===== src/rtl/vote_pkg.sv =====
// Shared types and encodings for the vote session controller.
package vote_pkg;

    typedef enum logic [1:0] {
        StIdle,
        StVoting,
        StTally,
        StResult
    } state_e;

    // One-hot verdict encodings, bit order matches result[3:1].
    localparam logic [2:0] RES_NONE = 3'b000;
    localparam logic [2:0] RES_FAIL = 3'b100;
    localparam logic [2:0] RES_TIE  = 3'b010;
    localparam logic [2:0] RES_PASS = 3'b001;

    localparam int unsigned NumVoters = 4;

    // Number of set bits in a four-voter yes vector.
    function automatic logic [2:0] yes_count(logic [NumVoters-1:0] v);
        logic [2:0] n;
        n = '0;
        for (int i = 0; i < NumVoters; i++) begin
            n = n + {2'b00, v[i]};
        end
        return n;
    endfunction

endpackage


===== src/rtl/vote_session_ctrl_if.sv =====
// Session control / ballot / verdict signal bundle for vote_session_ctrl.
interface vote_session_ctrl_if;

    logic       start;
    logic       close;
    logic [3:0] vote_valid;
    logic [3:0] vote_yes;
    logic       busy;
    logic [3:0] voted;
    logic [3:1] result;
    logic       result_valid;
    logic       timed_out;

    modport master (
        output start, close, vote_valid, vote_yes,
        input  busy, voted, result, result_valid, timed_out
    );

    modport slave (
        input  start, close, vote_valid, vote_yes,
        output busy, voted, result, result_valid, timed_out
    );

endinterface


===== src/rtl/vote_classifier.sv =====
// Combinational verdict classifier: 0-1 yes = fail, 2 = tie, 3-4 = pass.
module vote_classifier
    import vote_pkg::*;
(
    input  logic [3:0] yes,
    output logic [2:0] result
);

    // Map the yes count onto the one-hot verdict.
    always_comb begin
        result = RES_NONE;
        case (yes_count(yes))
            3'd0, 3'd1: result = RES_FAIL;
            3'd2:       result = RES_TIE;
            default:    result = RES_PASS;
        endcase
    end

endmodule


===== src/rtl/vote_session_ctrl.sv =====
// Four-voter ballot session controller: IDLE -> VOTING -> TALLY -> RESULT.
// Optional voting-window timeout is enabled by defining VOTE_TIMEOUT_EN.
module vote_session_ctrl
    import vote_pkg::*;
#(
    parameter int unsigned TIMEOUT_CYCLES = 16
) (
    input logic                clk,
    input logic                rst,
    vote_session_ctrl_if.slave bus
);

    state_e     state_q, state_d;
    logic [3:0] voted_q, voted_d;
    logic [3:0] ballot_q, ballot_d;
    logic [2:0] result_q, result_d;
    logic       result_valid_q, result_valid_d;
    logic       timed_out_q, timed_out_d;

    logic [3:0] accept;
    logic [2:0] verdict;
    logic       session_open;
    logic       timeout_hit;

    // A new session may only be opened from IDLE or RESULT.
    assign session_open = bus.start && (state_q == StIdle || state_q == StResult);
    assign accept       = bus.vote_valid & ~voted_q;

`ifdef VOTE_TIMEOUT_EN
    logic [15:0] cnt_q, cnt_d;

    assign timeout_hit = (state_q == StVoting) && (cnt_q == 16'(TIMEOUT_CYCLES - 1));

    // Window counter: cleared on session entry, counts every VOTING cycle.
    always_comb begin
        cnt_d = cnt_q;
        if (session_open) begin
            cnt_d = '0;
        end else if (state_q == StVoting) begin
            cnt_d = cnt_q + 16'd1;
        end
    end

    // Window counter register.
    always_ff @(posedge clk) begin
        if (rst) begin
            cnt_q <= '0;
        end else begin
            cnt_q <= cnt_d;
        end
    end
`else
    logic unused_timeout_cycles;

    assign timeout_hit           = 1'b0;
    assign unused_timeout_cycles = ^TIMEOUT_CYCLES;
`endif

    // Unvoted ballots stay 0, so they already count as no.
    vote_classifier u_classifier (
        .yes    (ballot_q),
        .result (verdict)
    );

    // Next-state and datapath update for the session FSM.
    always_comb begin
        state_d        = state_q;
        voted_d        = voted_q;
        ballot_d       = ballot_q;
        result_d       = result_q;
        result_valid_d = result_valid_q;
        timed_out_d    = timed_out_q;

        unique case (state_q)
            StIdle, StResult: begin
                if (session_open) begin
                    state_d        = StVoting;
                    voted_d        = '0;
                    ballot_d       = '0;
                    result_d       = RES_NONE;
                    result_valid_d = 1'b0;
                    timed_out_d    = 1'b0;
                end
            end
            StVoting: begin
                // Ballots in the closing cycle are still taken.
                voted_d  = voted_q | accept;
                ballot_d = (ballot_q & ~accept) | (bus.vote_yes & accept);
                if ((&voted_d) || bus.close) begin
                    state_d = StTally;
                end else if (timeout_hit) begin
                    state_d     = StTally;
                    timed_out_d = 1'b1;
                end
            end
            StTally: begin
                state_d        = StResult;
                result_d       = verdict;
                result_valid_d = 1'b1;
            end
            default: begin
                state_d = StIdle;
            end
        endcase
    end

    // Session state registers; reset abandons any session without a verdict.
    always_ff @(posedge clk) begin
        if (rst) begin
            state_q        <= StIdle;
            voted_q        <= '0;
            ballot_q       <= '0;
            result_q       <= RES_NONE;
            result_valid_q <= 1'b0;
            timed_out_q    <= 1'b0;
        end else begin
            state_q        <= state_d;
            voted_q        <= voted_d;
            ballot_q       <= ballot_d;
            result_q       <= result_d;
            result_valid_q <= result_valid_d;
            timed_out_q    <= timed_out_d;
        end
    end

    assign bus.busy         = (state_q == StVoting) || (state_q == StTally);
    assign bus.voted        = voted_q;
    assign bus.result       = result_q;
    assign bus.result_valid = result_valid_q;
    assign bus.timed_out    = timed_out_q;

endmodule


===== src/flat_wrapper.sv =====
// flat-port wrapper written by rule: the top's interface ports become plain ports
module vote_session_ctrl_flat import vote_pkg::*;
#(
    parameter int unsigned TIMEOUT_CYCLES = 16
)
  (clk, rst, bus_start, bus_close, bus_vote_valid, bus_vote_yes, bus_busy, bus_voted, bus_result, bus_result_valid, bus_timed_out);
  vote_session_ctrl_if bus_i ();
  input logic clk;
  input logic rst;
  input wire logic [$bits(bus_i.start)-1:0] bus_start;
  input wire logic [$bits(bus_i.close)-1:0] bus_close;
  input wire logic [$bits(bus_i.vote_valid)-1:0] bus_vote_valid;
  input wire logic [$bits(bus_i.vote_yes)-1:0] bus_vote_yes;
  output wire logic [$bits(bus_i.busy)-1:0] bus_busy;
  output wire logic [$bits(bus_i.voted)-1:0] bus_voted;
  output wire logic [$bits(bus_i.result)-1:0] bus_result;
  output wire logic [$bits(bus_i.result_valid)-1:0] bus_result_valid;
  output wire logic [$bits(bus_i.timed_out)-1:0] bus_timed_out;
  assign bus_i.start = bus_start;
  assign bus_i.close = bus_close;
  assign bus_i.vote_valid = bus_vote_valid;
  assign bus_i.vote_yes = bus_vote_yes;
  assign bus_busy = bus_i.busy;
  assign bus_voted = bus_i.voted;
  assign bus_result = bus_i.result;
  assign bus_result_valid = bus_i.result_valid;
  assign bus_timed_out = bus_i.timed_out;
  vote_session_ctrl #(.TIMEOUT_CYCLES(TIMEOUT_CYCLES)) u_core (.clk(clk), .rst(rst), .bus(bus_i));
endmodule

===== config.mk =====
export PLATFORM = sky130hd
export DESIGN_NAME = vote_session_ctrl_flat
export DESIGN_NICKNAME = d
export VERILOG_FILES = /design/src/rtl/vote_pkg.sv /design/src/rtl/vote_session_ctrl_if.sv /design/src/rtl/vote_classifier.sv /design/src/rtl/vote_session_ctrl.sv /design/src/flat_wrapper.sv
export SDC_FILE = /design/constraint.sdc
export NUM_CORES = 1
export LEC_CHECK = 0
export ABC_CLOCK_PERIOD_IN_PS = 5200
export CAP_MARGIN = 15
export CORE_ASPECT_RATIO = 1.4
export CORE_UTILIZATION = 30
export DETAILED_ROUTE_END_ITERATION = 6
export PLACE_DENSITY = 0.52
export SYNTH_ARGS = -nofsm -noshare
export SYNTH_HDL_FRONTEND = slang
export SYNTH_HIERARCHICAL = 1
export SYNTH_SLANG_ARGS = --single-unit
export TNS_END_PERCENT = 100

===== constraint.sdc =====
create_clock -name clk -period 5.2 [get_ports clk]
set_clock_uncertainty 0.05 [all_clocks]
set_input_delay 1.04 -clock clk [delete_from_list [all_inputs] [get_ports clk]]
set_output_delay 1.04 -clock clk [all_outputs]
set_load 0.005 [all_outputs]

==> results of run 1 <==
==> cell usage in the layout, fill, tap and decap left out, drive strengths merged <==
cell           instances
mux2i                  5
o21ai                  4
a32oi                  3
a31o                   1
a2bb2oi                4
a21o                   1
a211oi                 1
conb                   1
a21oi                  9
nor3b                  1
o22ai                  2
inv                    8
nand2                  2
clkbuf                 4
ha                     5
and2b                  1
nor2b                  4
nor3                   5
nand2b                 1
clkdlybuf4s50         20
fa                     1
dfxtp                 14
nor2                  11
==> registers in the layout, summed over array words and instances (netlist names) <==
signal                   count
u_core/state_q               2
u_core/bus.result            3
u_core/bus.voted             4
u_core/bus.result_valid      1
u_core/ballot_q              4
==> worst min-delay path, stage by stage, from the launching register on <==
cell and delay [ns]:
sky130_fd_sc_hd__dfxtp_1 0.33, sky130_fd_sc_hd__a32oi_1 0.06, sky130_fd_sc_hd__nor2_1 0.08
==> path summary, 6_finish.rpt <==
| check | from | endpoint | slack [ns] | cells past startpoint |
|---|---|---|---|---|
| min | u_core/bus.result[3]$_SDFFE_PP0P_ | u_core/bus.result[3]$_SDFFE_PP0P_ | 0.45 | 2 |
| max | u_core/state_q[0]$_SDFFE_PP0P_ | bus_busy | 2.46 | 4 |
| min reg2reg | u_core/bus.result[3]$_SDFFE_PP0P_ | u_core/bus.result[3]$_SDFFE_PP0P_ | 0.45 | 2 |
| max reg2reg | u_core/ballot_q[0]$_SDFFE_PP0P_ | u_core/bus.result[1]$_SDFFE_PP0P_ | 3.13 | 8 |
==> logic make-up (layout without fill, tap and decap cells) <==
logic type / after synthesis / count (layout)
AO/OA/AOI/OAI: 25 / 25
AND/OR/NAND/NOR: 25 / 25
flip-flops: 14 / 14
buffers and inverters: 11 / 32
adder cells (fa/ha/maj): 6 / 6
multiplexers: 5 / 5
other: 1 / 1
==> routing by layer <==
metal / vias up / part of all wire, % / global-route usage, %
met1: 317 / 45 / 16.3
met2: 15 / 49 / 21.4
met3: 4 / 4.9 / 2.02
met5: - / 0 / 0
li1: 352 / - / -
met4: 0 / 1.9 / 9.09
==> power groups by stage <==
stage | Sequential (mW) | Combinational (mW) | Clock (mW)
floorplan | 0.142 | 0.126 | 0
detailed placement | 0.143 | 0.183 | 0
CTS | 0.141 | 0.184 | 0.0826
global placement | 0.143 | 0.180 | 0
finish | 0.141 | 0.182 | 0.0790
global route | 0.144 | 0.201 | 0.0885
==> through the flow <==
| stage | worst slack [ns] | cells | area [um^2] | power [mW] | hold slack [ns] |
|---|---|---|---|---|---|
| finish | 2.46 | 142 | 1020 | 0.402 | 0.454 |
| global route | 2.38 | 142 | 1020 | 0.433 | 0.490 |
| CTS | 2.44 | 142 | 1020 | 0.407 | 0.462 |
| detailed placement | 2.49 | 138 | 986 | 0.326 | 0.435 |
| global placement | 2.56 | 138 | 986 | 0.323 | 0.434 |
| floorplan | 3.27 | 87 | 766 | 0.268 | 0.427 |
==> cell type report <==
cell class                      count  area (um^2)
Inverter                            8         30.0
Clock buffer                        4         36.3
Timing Repair Buffer               20          200
Sequential cell                    14          280
Multi-Input combinational cell     62          433
Tap cell                           34         42.5
Fill cell                         250         1400
==> impl_summary.md, run 1 <==
Critical path
The maximum fanout count along the critical path is 6. The largest individual stage delay along the critical path comes from the cell sky130_fd_sc_hd__clkdlybuf4s50_1. The largest delay contributor family on the critical path is buffers and inverters. The cell repeated most along the worst path is sky130_fd_sc_hd__inv_1.

The startpoint type of the worst setup path is a flop. At the worst endpoint, the arrival time is 1.65 ns. The required time at the endpoint of the critical path is approximately 4.1 ns. The worst setup path is of the flop to output pin kind. The sum of buffers and inverters on the critical path is 3. The critical path goes through inv_1 > ha_1 > inv_1 > clkdlybuf4s50_1. The delay contributed by the slowest stage of the critical path is 0.49 ns.

The element type at the critical path end is an output pin.

Die
Measured along the y axis, the die boundary spans 61.8 um. For this configuration, the core starts out at a cell density of between 30% and 40%. The die width is 44.7 um. The floorplan step defined a die boundary enclosing 0.00276 mm^2. After floorplanning, the core was divided into 21 placement rows. 22 I/O pins were placed. The area of the placeable core is roughly 0.0024 mm^2.

Place
The congestion estimate from routability-driven global placement came to 0.631. Detailed placement finished with a half-perimeter wire length of 1230 um. The number of input and output port buffers inserted is 20.

Yosys
The most common cell in the synthesized netlist is sky130_fd_sc_hd__dfxtp_1. The post-synthesis register bit count is 14. The count of cell types in the netlist is 25. The share of synthesized flip-flops with an asynchronous set or reset is 0%. The number of nets handed over by synthesis was 105.

The number of warning messages in the yosys log is 6. After synthesis, the share of cell area in mux cells is 6.54%. In the synthesized netlist, the number of instances is 87. The share of the synthesized area in the top cell type is 36.6%. The most common flop cell mapped by yosys is sky130_fd_sc_hd__dfxtp_1. The area of the mapped netlist is 766 um^2. Of the synthesized area, sequential elements account for between 30 and 40%. The synthesized netlist devotes 0% of its cell area to XOR and XNOR gates. Of the total synthesized cell area, the portion taken by AND, OR, NAND and NOR gates is 16.3%. The synthesized netlist devotes 22.4% of its cell area to compound gates. By area, the combinational part of the netlist is dominated by compound AO/OA/AOI/OAI gates. By count the netlist is led by sky130_fd_sc_hd__dfxtp_1, sky130_fd_sc_hd__nor2_1, sky130_fd_sc_hd__a21oi_1, sky130_fd_sc_hd__inv_1. The mean area per synthesized cell is about 8.8 um^2. The largest area contributor in the netlist is sky130_fd_sc_hd__dfxtp_1. After synthesis, the cell types taking the most area are sky130_fd_sc_hd__dfxtp_1, sky130_fd_sc_hd__ha_1, sky130_fd_sc_hd__mux2i_1. Counting flops with a built-in enable in the synthesized netlist gives 0. Summing the areas of all fa, ha and maj instances in the mapped netlist gives between 10% and 20% of the synthesized area.

Clock network
The number of setup buffers added after CTS is 0. The total of cells resized after clock tree synthesis is 0. In this run the clock root is driven by a sky130_fd_sc_hd__clkbuf_4. TritonCTS built the clock tree.

The number of hold buffers added after CTS is 0. The CTS sink count is 14. The number of buffers created by CTS is 3.

CTS built an H-tree with a depth of 1. The clock latency of the later-clocked register in the worst-skew pair is 0.28 ns. Counting along the longest clock path gives a buffer depth of 2. Clock-pin slew was measured on the worst setup and hold paths at 0.09 ns.

Power and ir drop
Registers are responsible for 35.1% of the overall power. For this design the static power due to leakage is 0.422 nW. The share of total power dissipated in the clock network is approximately 20%. The net switching power of the design is ~0.15 mW. Of the total power, combinational logic draws 45.3%.

The power per cell area is about 400 mW/mm^2. VDD sags by at most 177 uV. Internal power comes to 0.255 mW. The switching share of power is approximately 37%.

Detailed routing
For this block, the routed nets add up to 1610 um of wire. The first routing iteration left 11 violations. The first detailed-routing pass ran for 4 iterations. The average routed wire per standard cell is 11.3 um. In this run the remaining antenna-violating nets after routing total 0.

Summing over every cut layer, the via total after detailed routing is just under 700. Using the TritonRoute via totals, the vias-per-cell ratio works out to 4.85. In the routed design, unresolved DRC markers number 0.

Cells and area
The repair_antennas step left the layout with diodes totalling 0. The net count of the finished layout is 127. From synthesis to final layout, the design area changed by 33.5%.

The utilization after layout is a little over two fifths. The fraction of final layout cells with drive strength greater than 1 is 6.48%.

STA
The count of endpoints failing setup in the final report is 0. The number of max-slew violations in the final report was 0. The transition time of the tightest slew-check pin is ~0.58 ns.

Setup repair after global routing left no endpoint under its margin. For this run, the top clock speed supported by timing is 0.365 GHz. In this run the tightest slew margin relative to its limit is 61.2%. The routed design could run at a clock period as short as roughly 2.7 ns.

The number of hold violations in the final report is 0. For the final routed database, the setup TNS stands at 0 ns. The share of the clock period used by the worst path is a little over half.

Global route
The via count of the first global-routing pass is 618. The first global-routing pass estimated 2610 um of wire. Entering global routing, the biggest net connects 16 pins. The initial antenna violation count is 0. The global routing usage summed across all routing layers is a little over an eighth. The total overflow left after global routing is 0.

Run status
The flow ran to the end, and the final reports show no timing, DRC or antenna violations.

Job
The count of max-cap constraint violations is 0.

Min path
The classification of the worst-slack hold path is flop to flop.
Note: power is estimated with default switching activity, not from simulation.
==> run 2, diff against run 1 <==
--- a/config.mk
+++ b/config.mk
@@ -5,12 +5,12 @@
 export SDC_FILE = /design/constraint.sdc
 export NUM_CORES = 1
 export LEC_CHECK = 0
-export ABC_CLOCK_PERIOD_IN_PS = 5200
+export ABC_CLOCK_PERIOD_IN_PS = 2200
 export CAP_MARGIN = 15
 export CORE_ASPECT_RATIO = 1.4
 export CORE_UTILIZATION = 30
 export DETAILED_ROUTE_END_ITERATION = 6
-export PLACE_DENSITY = 0.52
+export PLACE_DENSITY = 0.54
 export SYNTH_ARGS = -nofsm -noshare
 export SYNTH_HDL_FRONTEND = slang
 export SYNTH_HIERARCHICAL = 1
==> constraint.sdc (replaced) <==
create_clock -name clk -period 2.2 [get_ports clk]
set_clock_uncertainty 0.05 [all_clocks]
set_input_delay 0.44 -clock clk [delete_from_list [all_inputs] [get_ports clk]]
set_output_delay 0.44 -clock clk [all_outputs]
set_load 0.005 [all_outputs]
==> run 2 against run 1 <==
Worst hold slack got worse by 0.0065 ns. Critical path depth did not move. Global-route usage fell by 0.15 points. Largest power group unchanged. Critical endpoint unchanged. Via count fell by 2.6%. Highest routed layer unchanged. Worst setup slack got worse by 2.3 ns. Die area did not move. Cell count rose by 1.4%.
==> impl_summary.md, run 2 (synthesis results as in run 1) <==
Cells and area
The library cell used most frequently in the layout, excluding fill and tap cells, is sky130_fd_sc_hd__clkdlybuf4s50_1. The sequential cell area in the final layout is 282 um^2. The signed area change from the synthesized netlist to the final layout is 35.6%.

The fraction of final layout cells with drive strength greater than 1 is 9.09%. The area of combinational cells with multiple inputs is 433 um^2. The number of inserted diodes is 0. Counting the fill cells in the layout gives 266. The net count of the finished layout is 129.

The finished layout holds about 140 standard cells, fillers aside. The library cells used most frequently in the layout, excluding fill and tap cells, are sky130_fd_sc_hd__clkdlybuf4s50_1, sky130_fd_sc_hd__dfxtp_1, sky130_fd_sc_hd__nor2_1.

Clock network
No sink is reached through more buffers than the 2 on the longest clock path. In this run the number of H-tree levels came out at 1. The number of buffers created by CTS is 3. The clock reaches the later pin of the worst-skew pair after about 0.28 ns.

The CTS sink count is 14. TritonCTS built the clock tree. Buffers added to address setup during post-CTS repair amount to 0.

After clock tree synthesis, the clock-pin slew on the worst setup and hold paths is 0.08 ns. In this run the clock root is driven by a sky130_fd_sc_hd__clkbuf_4.

Power and ir drop
Of the total power, the share spent switching nets is 36.5%. Across the VDD grid, the largest voltage drop is 587 uV. The sequential fraction of design power is 34.5%. The relative contribution of the clock network to total power is between 10% and 20%.

The cell leakage power is approximately 0.43 nW. The internal power is approximately 0.61 mW. The power per cell area is 930 mW/mm^2. In this run the power spent charging and discharging nets is roughly 0.35 mW. The combinational group share of total power is 46.5%.

Detailed routing
The remaining design rule violation count is 0. After detailed routing, the total wire length is 1600 um. The detail-routed via count per cell is 4.65. The routed layout has 670 vias.

The antenna violation net count after detailed routing is 0. The first detailed-routing pass ran for 4 iterations. The average routed wire per standard cell is approximately 11 um. The detailed router finished its first iteration with 6 violations.

Die
The die height is 61.8 um. The floorplan die area is 0.00276 mm^2. The floorplan step defined a core boundary enclosing 0.00242 mm^2. 22 I/O pins were placed.

In this run the core area contains 21 standard-cell rows. The starting density of the core is 31.7%. Measured along the x axis, the die boundary spans 44.7 um.

STA
Setup repair after global routing left no endpoint under its margin. The smallest clock period supported by the final layout is computed as 2.09 ns. For this run, the top clock speed supported by timing is 0.478 GHz.

Setup violations remaining at the end of the flow were counted as 0. The transition time of the tightest slew-check pin is 0.521 ns. The post-route worst hold slack is 0.448 ns. The number of max-slew violations in the final report is 0.

In the final timing run, aggregate negative setup slack is 0 ns. The headroom to the max-slew limit is 64.9%. The number of hold violations in the final report is 0. Dividing the final minimum period by the clock period gives 95.0%.

Place
The half-perimeter wire length after detailed placement is 1210 um. The number of input and output port buffers inserted is 20. The routability congestion estimate is 0.696. The placed cell count is 140.

Critical path
The required time at the endpoint of the critical path is 1.71 ns. The worst register-to-register path begins at u_core/ballot_q[0]$_SDFFE_PP0P_. The maximum fanout count along the critical path is 6.

The worst setup path is launched from a flop. The classification of the worst setup path is flop to output pin. The worst setup path is captured at an output pin.

In this run the register-to-register setup slack is 0.15 ns. The arrival time at the worst endpoint is 1.60 ns. The worst reg2reg path depth is 8.

The endpoint identified for the worst register-to-register timing path is u_core/bus.result[1]$_SDFFE_PP0P_.

Global route
The global routing usage summed across all routing layers is 13.1%. The initial antenna violation count is 0. The global-route wire length before repair is 2570 um. The via count of the first global-routing pass is 616. The largest net degree at the start of global routing is 9. The total overflow left after global routing is 0.

Job
The tool flagged a number of max-cap violations equal to 0.

Min path
Along the worst hold path, the cell count comes to 2. The end of the worst hold path is u_core/bus.result[3]$_SDFFE_PP0P_. The worst hold path begins at u_core/bus.result[3]$_SDFFE_PP0P_.

The classification of the worst-slack hold path is flop to flop.

Run status
The run finished with clean final reports.
[run 2: cell count changes in the layout (fill, tap and decap cells not counted), sizes merged]
cell / before / now
buf: 0 / 2
[run 2: metal layers]
layer	vias to the layer above	part of all wire, %	GRT usage, %
li1	351	-	-
met1	300	46	14.7
met2	15	48	22.9
met3	4	4.4	1.73
met4	0	2.0	9.09
met5	-	0	0
[run 2: worst max path at each step]
stage / cells past startpoint / start / slack [ns] / endpoint
final: 4 / u_core/state_q[0]$_SDFFE_PP0P_ / 0.11 / bus_busy
after CTS: 4 / u_core/state_q[0]$_SDFFE_PP0P_ / 0.06 / bus_busy
after global routing: 8 / u_core/ballot_q[0]$_SDFFE_PP0P_ / 0.008 / u_core/bus.result[1]$_SDFFE_PP0P_
after global placement: 8 / u_core/ballot_q[0]$_SDFFE_PP0P_ / 0.22 / u_core/bus.result[1]$_SDFFE_PP0P_
after detailed placement: 8 / u_core/ballot_q[0]$_SDFFE_PP0P_ / 0.17 / u_core/bus.result[1]$_SDFFE_PP0P_
after floorplan: 8 / u_core/ballot_q[0]$_SDFFE_PP0P_ / 0.27 / u_core/bus.result[2]$_SDFFE_PP0P_
[run 2: area by class of cell]
cell class	instances	share of cell area, %
Clock buffer	4	3.49
Inverter	8	2.89
Tap cell	34	4.10
Sequential cell	14	27.1
Multi-Input combinational cell	62	41.7
Timing Repair Buffer	22	20.7
[run 2: stage by stage]
step / area, um^2 / utilization [%] / setup WS [ns] / power [mW]
after floorplan: 766 / - / 0.269 / 0.633
after global placement: 1000 / 41.4 / 0.218 / 0.786
after detailed placement: 1000 / 41.4 / 0.167 / 0.787
after CTS: 1040 / 42.9 / 0.0639 / 0.978
after global routing: 1040 / 43.0 / 0.00787 / 1.05
final: 1040 / 43.0 / 0.110 / 0.965
[run 2: critical path: stages (launching register included)]
cell and delay (ns):
sky130_fd_sc_hd__dfxtp_2 0.35, sky130_fd_sc_hd__inv_1 0.06, sky130_fd_sc_hd__ha_1 0.35, sky130_fd_sc_hd__inv_1 0.07, sky130_fd_sc_hd__clkdlybuf4s50_1 0.49
[run 2: repair_timing]
action,in CTS,in global routing
endpoints found under the setup margin,0,1
gates resized for setup,0,1
hold buffers,0,0
[run 2: power groups by stage]
stage / logic (mW) / clock network, mW / registers [mW]
floorplan: 0.298 / 0 / 0.335
global placement: 0.449 / 0 / 0.337
detailed placement: 0.449 / 0 / 0.338
CTS: 0.452 / 0.194 / 0.332
global route: 0.502 / 0.204 / 0.343
finish: 0.449 / 0.183 / 0.333
